[config.mk]
export PLATFORM = sky130hd
export DESIGN_NAME = ms_serial_mouse_rx
export DESIGN_NICKNAME = d
export VERILOG_FILES = /design/src/rtl/ms_serial_mouse_rx.sv
export SDC_FILE = /design/constraint.sdc
export NUM_CORES = 1
export LEC_CHECK = 0
export BUFFER_PORTS_ARGS = -buffer_cell sky130_fd_sc_hd__buf_2
export CAP_MARGIN = 30
export CORE_MARGIN = 2
export CORE_UTILIZATION = 50
export DETAILED_ROUTE_END_ITERATION = 7
export GPL_ROUTABILITY_DRIVEN = 1
export HOLD_SLACK_MARGIN = 0.06
export PLACE_DENSITY = 0.78
export SLEW_MARGIN = 20
export SYNTH_ARGS = -nofsm -noshare
export SYNTH_HDL_FRONTEND = slang
export SYNTH_SLANG_ARGS = --single-unit
[constraint.sdc]
create_clock -name clk -period 3.25 [get_ports clk]
set_clock_uncertainty 0.1 [all_clocks]
set_input_delay 0.1625 -clock clk [delete_from_list [all_inputs] [get_ports clk]]
set_output_delay 0.1625 -clock clk [all_outputs]
set_load 0.01 [all_outputs]
[src/rtl/ms_serial_mouse_rx.sv]
// Microsoft serial-mouse receiver: 7N1 byte receiver, 3-byte packet assembler and 'M' ident detect.
// Optional MSRX_TIMEOUT_EN drops a partial packet after TIMEOUT_MS of line idle.
module ms_serial_mouse_rx #(
    parameter int CLKFREQ    = 50_000_000,
    parameter int BAUDRATE   = 1_200,
    parameter int TIMEOUT_MS = 10
) (
    input  logic       clk,
    input  logic       reset_n,
    input  logic       rxd,
    input  logic       rts,
    output logic       packet_valid,
    output logic [7:0] dx,
    output logic [7:0] dy,
    output logic       lbut,
    output logic       rbut,
    output logic       ident_valid,
    output logic       frame_err,
    output logic       sync_err
);
    localparam int BP = CLKFREQ / BAUDRATE;
    localparam int HP = BP / 2;
    localparam int CW = $clog2(BP + 1);

    typedef enum logic [2:0] {S_IDLE, S_START, S_DATA, S_STOP, S_WAIT_HI} state_t;

    state_t        state, state_nx;
    logic [CW-1:0] cnt, cnt_nx;
    logic [2:0]    bitn, bitn_nx;
    logic [6:0]    shreg, shreg_nx;
    logic          byte_done, stop_bad, expired;
    logic          rxd_m, rxd_s, rxd_d, rts_m, rts_s, rts_d, rts_rise;
    logic [1:0]    idx;
    logic          ident_arm;
    logic [5:0]    b1, b2;

`ifdef MSRX_TIMEOUT_EN
    localparam int TO_CYC = TIMEOUT_MS * (CLKFREQ / 1000);
    localparam int TW     = $clog2(TO_CYC + 1);
    logic [TW-1:0] to_cnt;
`endif

    // rxd synchronizer resets high so reset release never looks like a start edge
    always_ff @(posedge clk or negedge reset_n) begin
        if (!reset_n) begin
            rxd_m <= 1'b1; rxd_s <= 1'b1; rxd_d <= 1'b1;
            rts_m <= 1'b0; rts_s <= 1'b0; rts_d <= 1'b0;
        end else begin
            rxd_m <= rxd;  rxd_s <= rxd_m; rxd_d <= rxd_s;
            rts_m <= rts;  rts_s <= rts_m; rts_d <= rts_s;
        end
    end

    assign rts_rise = rts_s & ~rts_d;
    assign expired  = (cnt == '0);

    always_ff @(posedge clk or negedge reset_n) begin
        if (!reset_n) begin
            state <= S_IDLE;
            cnt   <= '0;
            bitn  <= '0;
            shreg <= '0;
        end else begin
            state <= state_nx;
            cnt   <= cnt_nx;
            bitn  <= bitn_nx;
            shreg <= shreg_nx;
        end
    end

    always_comb begin
        state_nx  = state;
        cnt_nx    = cnt;
        bitn_nx   = bitn;
        shreg_nx  = shreg;
        byte_done = 1'b0;
        stop_bad  = 1'b0;
        if (state != S_IDLE && state != S_WAIT_HI && !expired)
            cnt_nx = cnt - CW'(1);
        case (state)
            S_IDLE: begin
                if (rxd_d && !rxd_s) begin
                    cnt_nx   = CW'(HP - 1);
                    state_nx = S_START;
                end
            end
            S_START: begin
                if (expired) begin
                    if (!rxd_s) begin
                        cnt_nx   = CW'(BP - 1);
                        bitn_nx  = '0;
                        state_nx = S_DATA;
                    end else begin
                        state_nx = S_IDLE;
                    end
                end
            end
            S_DATA: begin
                if (expired) begin
                    shreg_nx = {rxd_s, shreg[6:1]};
                    cnt_nx   = CW'(BP - 1);
                    if (bitn == 3'd6) state_nx = S_STOP;
                    else              bitn_nx  = bitn + 3'd1;
                end
            end
            S_STOP: begin
                if (expired) begin
                    if (rxd_s) begin
                        byte_done = 1'b1;
                        state_nx  = S_IDLE;
                    end else begin
                        stop_bad  = 1'b1;
                        state_nx  = S_WAIT_HI;
                    end
                end
            end
            S_WAIT_HI: begin
                if (rxd_s) state_nx = S_IDLE;
            end
            default: state_nx = S_IDLE;
        endcase
        if (rts_rise) state_nx = S_IDLE;
    end

    // Packet assembler; an RTS rise takes priority over a byte finishing in the same cycle
    always_ff @(posedge clk or negedge reset_n) begin
        if (!reset_n) begin
            packet_valid <= 1'b0; ident_valid <= 1'b0; frame_err <= 1'b0; sync_err <= 1'b0;
            dx <= '0; dy <= '0; lbut <= 1'b0; rbut <= 1'b0;
            idx <= '0; ident_arm <= 1'b0; b1 <= '0; b2 <= '0;
`ifdef MSRX_TIMEOUT_EN
            to_cnt <= '0;
`endif
        end else begin
            packet_valid <= 1'b0;
            ident_valid  <= 1'b0;
            sync_err     <= 1'b0;
            frame_err    <= stop_bad & ~rts_rise;
            if (rts_rise) begin
                idx       <= '0;
                ident_arm <= 1'b1;
            end else if (byte_done) begin
`ifdef MSRX_TIMEOUT_EN
                to_cnt <= TW'(TO_CYC);
`endif
                ident_arm <= 1'b0;
                if (ident_arm && shreg == 7'h4D) begin
                    ident_valid <= 1'b1;
                end else if (shreg[6]) begin
                    b1  <= shreg[5:0];
                    idx <= 2'd1;
                end else begin
                    case (idx)
                        2'd0: sync_err <= 1'b1;
                        2'd1: begin
                            b2  <= shreg[5:0];
                            idx <= 2'd2;
                        end
                        default: begin
                            idx          <= 2'd0;
                            packet_valid <= 1'b1;
                            lbut         <= b1[5];
                            rbut         <= b1[4];
                            dx           <= {b1[1:0], b2};
                            dy           <= {b1[3:2], shreg[5:0]};
                        end
                    endcase
                end
            end
`ifdef MSRX_TIMEOUT_EN
            else if (idx != 2'd0 && state == S_IDLE) begin
                if (to_cnt == '0) idx    <= 2'd0;
                else              to_cnt <= to_cnt - TW'(1);
            end
`endif
        end
    end
endmodule

After elaboration in Yosys (flattened, before gate mapping)
Index checks and enable logic that the tools add are counted.
{ "classes": {"bitwise": 7, "n_div": 0, "n_reduce_logical": 20, "order_cmp": 0, "multipliers": 0, "n_eq_ne": 20, "mux": 47, "add_sub_neg": 2, "n_shift": 0} }
{ "ops": {"columns": ["cell", "n"], "rows": [
  ["$mux W16", 5],
  ["$pmux W16 S3", 1],
  ["$mux W3", 12],
  ["$ne A3 B3 Y1 const B", 8],
  ["$mux W1", 21],
  ["$logic_not A16 Y1", 1],
  ["$sub A16 B1 Y16 const B", 1],
  ["$pmux W3 S5", 1],
  ["$reduce_and A5 Y1", 3],
  ["$mux W2", 5],
  ["$ne A2 B2 Y1 const B", 5],
  ["$eq A7 B7 Y1 const B", 1],
  ["$eq A3 B2 Y1 const B", 2],
  ["$eq A3 B3 Y1 const B", 2],
  ["$pmux W3 S2", 1],
  ["$reduce_and A6 Y1", 1],
  ["$not A1 Y1", 5],
  ["$logic_and A1 B1 Y1", 4],
  ["$pmux W2 S2", 1],
  ["$reduce_and A4 Y1", 1],
  ["$reduce_bool A2 Y1", 2],
  ["$add A3 B1 Y3 const B", 1],
  ["$eq A3 B1 Y1 const B", 1],
  ["$logic_not A3 Y1", 1],
  ["other kinds (8)", 10]
]} }
{ "word_totals": {"register_bits": 72, "inputBits": 4, "mem_bits_rw": 0, "wordCells": 118, "romBits": 0, "mem_count": 0, "output_inout_bits": 22, "latchBits": 0} }

Longest topological paths before layout
{ "logic_depth": {"ltp_word": 7, "mapped_depth": 9, "depth_no_buf": 8} }

Worst setup path before layout
Ideal clock, no wire load.
{ "synth_timing": {"kind": "register -> register", "start": "register cnt[7]", "end": "register dx[2]", "setup_slack_ns": 0.733, "required_time_ns": 3.025, "path_buffers": 2, "path_stages_with_launch": 8, "arrival_ns": 2.292, "path_cell_list": "dfrtp_1 or4_4 or3_4 nor4_4 nand3b_2 buf_6 buf_12 mux2_4"} }
{ "synth_between": {"elab_chain_len": 4} }
{ "synth_rtl": {"columns": ["element", "line", "rtl"], "rows": [
  ["start: declaration", "28", "logic [CW-1:0] cnt, cnt_nx;"],
  ["start signal: assignment", "65", "cnt <= cnt_nx;"],
  ["$logic_not A16 Y1", "55", "assign expired = (cnt == '0);"],
  ["$mux W1", "107", "if (expired) begin"],
  ["$mux W1", "80", "case (state)"],
  ["$reduce_and A5 Y1 (no line)", null, null],
  ["end signal: assignment", "164", "dx <= {b1[1:0], b2};"],
  ["end: declaration", "13", "output logic [7:0] dx,"]
]} }
Every way passes these cells.
A chain may end at the register's enable or synchronous reset.

Worst setup path in the final report
{ "layout_timing": {"start": "register cnt[7]", "end": "register dx[3]"} }
The elaborated chain is that of the path after synthesis.

==> results.yml <==
yosys:
  netlist_instances: 265
  ys.flop_type: "dfrtp_1"
  syn-num-nets: 273
  ys_warn_count: 0
  ys_types: 55
  synth-edff-count: 0
  synth_top_area_cell: "dfrtp_1"
  syn_avg_cell_area_sq_um: 12.2
  synthesis.area_sq_um: 3240
  ys_ff_latch: 72
  ys_seq_area_frac: 0.558
  async_flop_share: 1.00
  synth_top_area_frac: 0.533
  synth_area_leaders: "dfrtp_1 (53%), mux2_2 (9.4%), mux2_4 (3.7%), dfstp_2 (2.4%), nand2_1 (2.1%)"
power:
  peakVddDrop_mv: 0.278
  p_comb_frac: 0.101
  intPower_mw: 1.39
  swShare: 0.265
  power_mw: 1.89
  p_leak_nw: 1.77
  power.share.clock: 0.384
  powerDensity_nw_per_um2: 517
  seqPwrFrac: 0.515
  switching_power_mw: 0.502
layout:
  layout.nets: 305
  area_delta_synth_final_pct: 12.8
  drive_gt1_frac: 0.325
  antenna_cells: 0
die:
  fp.dieW_microns: 84.5
  top_level_ports: 26
  start_util: 0.513
  rows: 29
  dieArea_sq_um: 7130
  dieHeight_microns: 84.5
  fp.coreArea_sq_um: 6310
timing:
  totalNegativeSetupSlack_ps: 0
  drv_slew: 0
  hold_ws_ps: 166
  tightest_slew_ps: 783
  clock.fmax_mhz: 346
  hold_viol_final: 0
  fin_crit_sh: 0.890
  post-route-min-period_ps: 2890
  final-setup-viol-count: 0
  rsz0062_at_grt: "false"
  slew_headroom: 0.472
clocking:
  cts_made_buffers: 9
  ctsHtreeMaxLevel: 3
  postCtsSetupBuffers: 0
  cts.repair.resized: 0
  clk_pin_slew_worst_paths_ps: 80
  cts_buffer_depth: 2
  clkSinkCount: 72
  root_buffer: "clkbuf_8"
  cts_tree: "yes"
  clk_latency_ps: 350
route:
  drtIter0Drc: 152
  vias: 2103
  first_pass_iters: 4
  via_per_inst: 5.55
  drt-total-wl_microns: 5730
  postRouteAntennaNets: 0
  routedWlPerCell_microns: 15.1
  drc: 0
global_routing:
  grt_usage: 0.175
  top_usage_layer: "met2"
  grt_pass1_vias: 2072
  grt_util_met3: 0.0354
  grt.met2_usage: 0.266
  gr-total-overflow: 0
  grt_start_max_net_pins: 73
  antenna_found_initial: 0
  globalRouteMet1Util: 0.242
  grt_pass1_wl_microns: 9780
worst_setup_path:
  path_max_fanout: 19
  endpoint_kind: "flop"
  cp.arrival_ps: 3030
  cp.required_ps: 3380
  critPathKind: "reg -> reg"
  critPathLaunchType: "flop"
place:
  dp_hpwl_microns: 3810
  globalplace.congestion: 0.845
  io_buffer_count: 25
status:
  status: "completed"
min_path:
  min-delay-path-class: "in -> async"
run:
  cap_violations: 0
[path summary, 6_finish.rpt]
path / end / from / slack, ps / depth (start not counted)
max: dx[3] / cnt[7] / 360 / 5
min in group clk: rts_s / rts_m / 260 / 0
min: cnt[3] / reset_n / 170 / 3
max reg2reg: dx[3] / cnt[7] / 360 / 5
min reg2reg: rts_s / rts_m / 260 / 0
max in group asynchronous: sync_err / reset_n / 2340 / 4
[cell type report]
type	count	area, sq um
clock inverter	6	65.1
clock buffer	10	138
inverter	6	22.5
fill	539	2660
sequential	72	1810
timing repair buffer	32	205
tap	77	96.3
multi-input combinational	176	1320
[flip-flops by register name, indices dropped and copies added (netlist names), 2 cells and up]
register,cells
idx,2
shreg,7
state,3
dy,8
b1,6
cnt,16
dx,8
bitn,3
b2,6
[layout by cell type (no fill, tap or decap), types with 6 or more instances in the layout]
cell,n
a21oi_1,7
buf_2,25
clkbuf_8,10
dfrtp_1,69
inv_1,6
mux2_2,27
mux2_4,8
nand2_1,18
nor2_1,18
nor3_1,10
nor4_1,7
o21ai_0,10
or3_1,6
xnor2_1,6
[through the flow]
stage	worst slack, ps	std cells	area, sq um	util
after floorplan	733	265	3240	-
after global placement	429	358	3380	0.536
after detailed placement	367	359	3390	0.537
after CTS	338	378	3620	0.574
after global routing	214	379	3650	0.578
final	358	379	3650	0.578
[power by group through the flow]
| stage | sequential, mW | clock, mW | combinational [mW] |
|---|---|---|---|
| 2_1_floorplan | 0.977 | 0 | 0.136 |
| 3_3_place_gp | 0.987 | 0 | 0.177 |
| 3_5_place_dp | 0.990 | 0 | 0.184 |
| 4_1_cts | 0.973 | 0.738 | 0.188 |
| 5_1_grt | 0.982 | 0.773 | 0.217 |
| 6_report | 0.973 | 0.725 | 0.192 |
[kinds of logic after synthesis]
logic type               Yosys count  synth area share
buffers and inverters             17            0.0344
XOR/XNOR                           7            0.0189
adder cells (fa/ha/maj)            4            0.0155
AO/OA/AOI/OAI                     37            0.0746
multiplexers                      39             0.143
AND/OR/NAND/NOR                   89             0.155
flip-flops                        72             0.558
[critical path: stages (launching register included)]
cell and delay [ps]:
dfrtp_1 420, or4_4 580, or3_4 380, nor4_4 350, nand3b_2 490, mux2_4 460
[cell usage after synthesis, drive strengths merged (3+ instances only)]
cell    number
dfrtp       69
mux2        35
nor2        19
nand2       18
nor3        10
o21ai       10
or3          9
nor4         8
a21oi        7
clkbuf       6
inv          6
xnor2        6
buf          4
ha           4
mux2i        4
nand3        4
a21o         3
a22o         3
a31oi        3
dfstp        3
nor2b        3
or2          3
[metal layers]
metal / vias to the layer above / wire length (microns)
met4: 0 / 117
met1: 1040 / 2780
met5: - / 0
li1: 1015 / -
met2: 36 / 2640
met3: 12 / 195
[what timing repair did]
item                                    in CTS  in global routing
hold endpoints to repair                    71                  0
hold buffers                                 3                  0
endpoints found under the setup margin       0                  0
No activity file was read; power rests on OpenSTA's default activity.
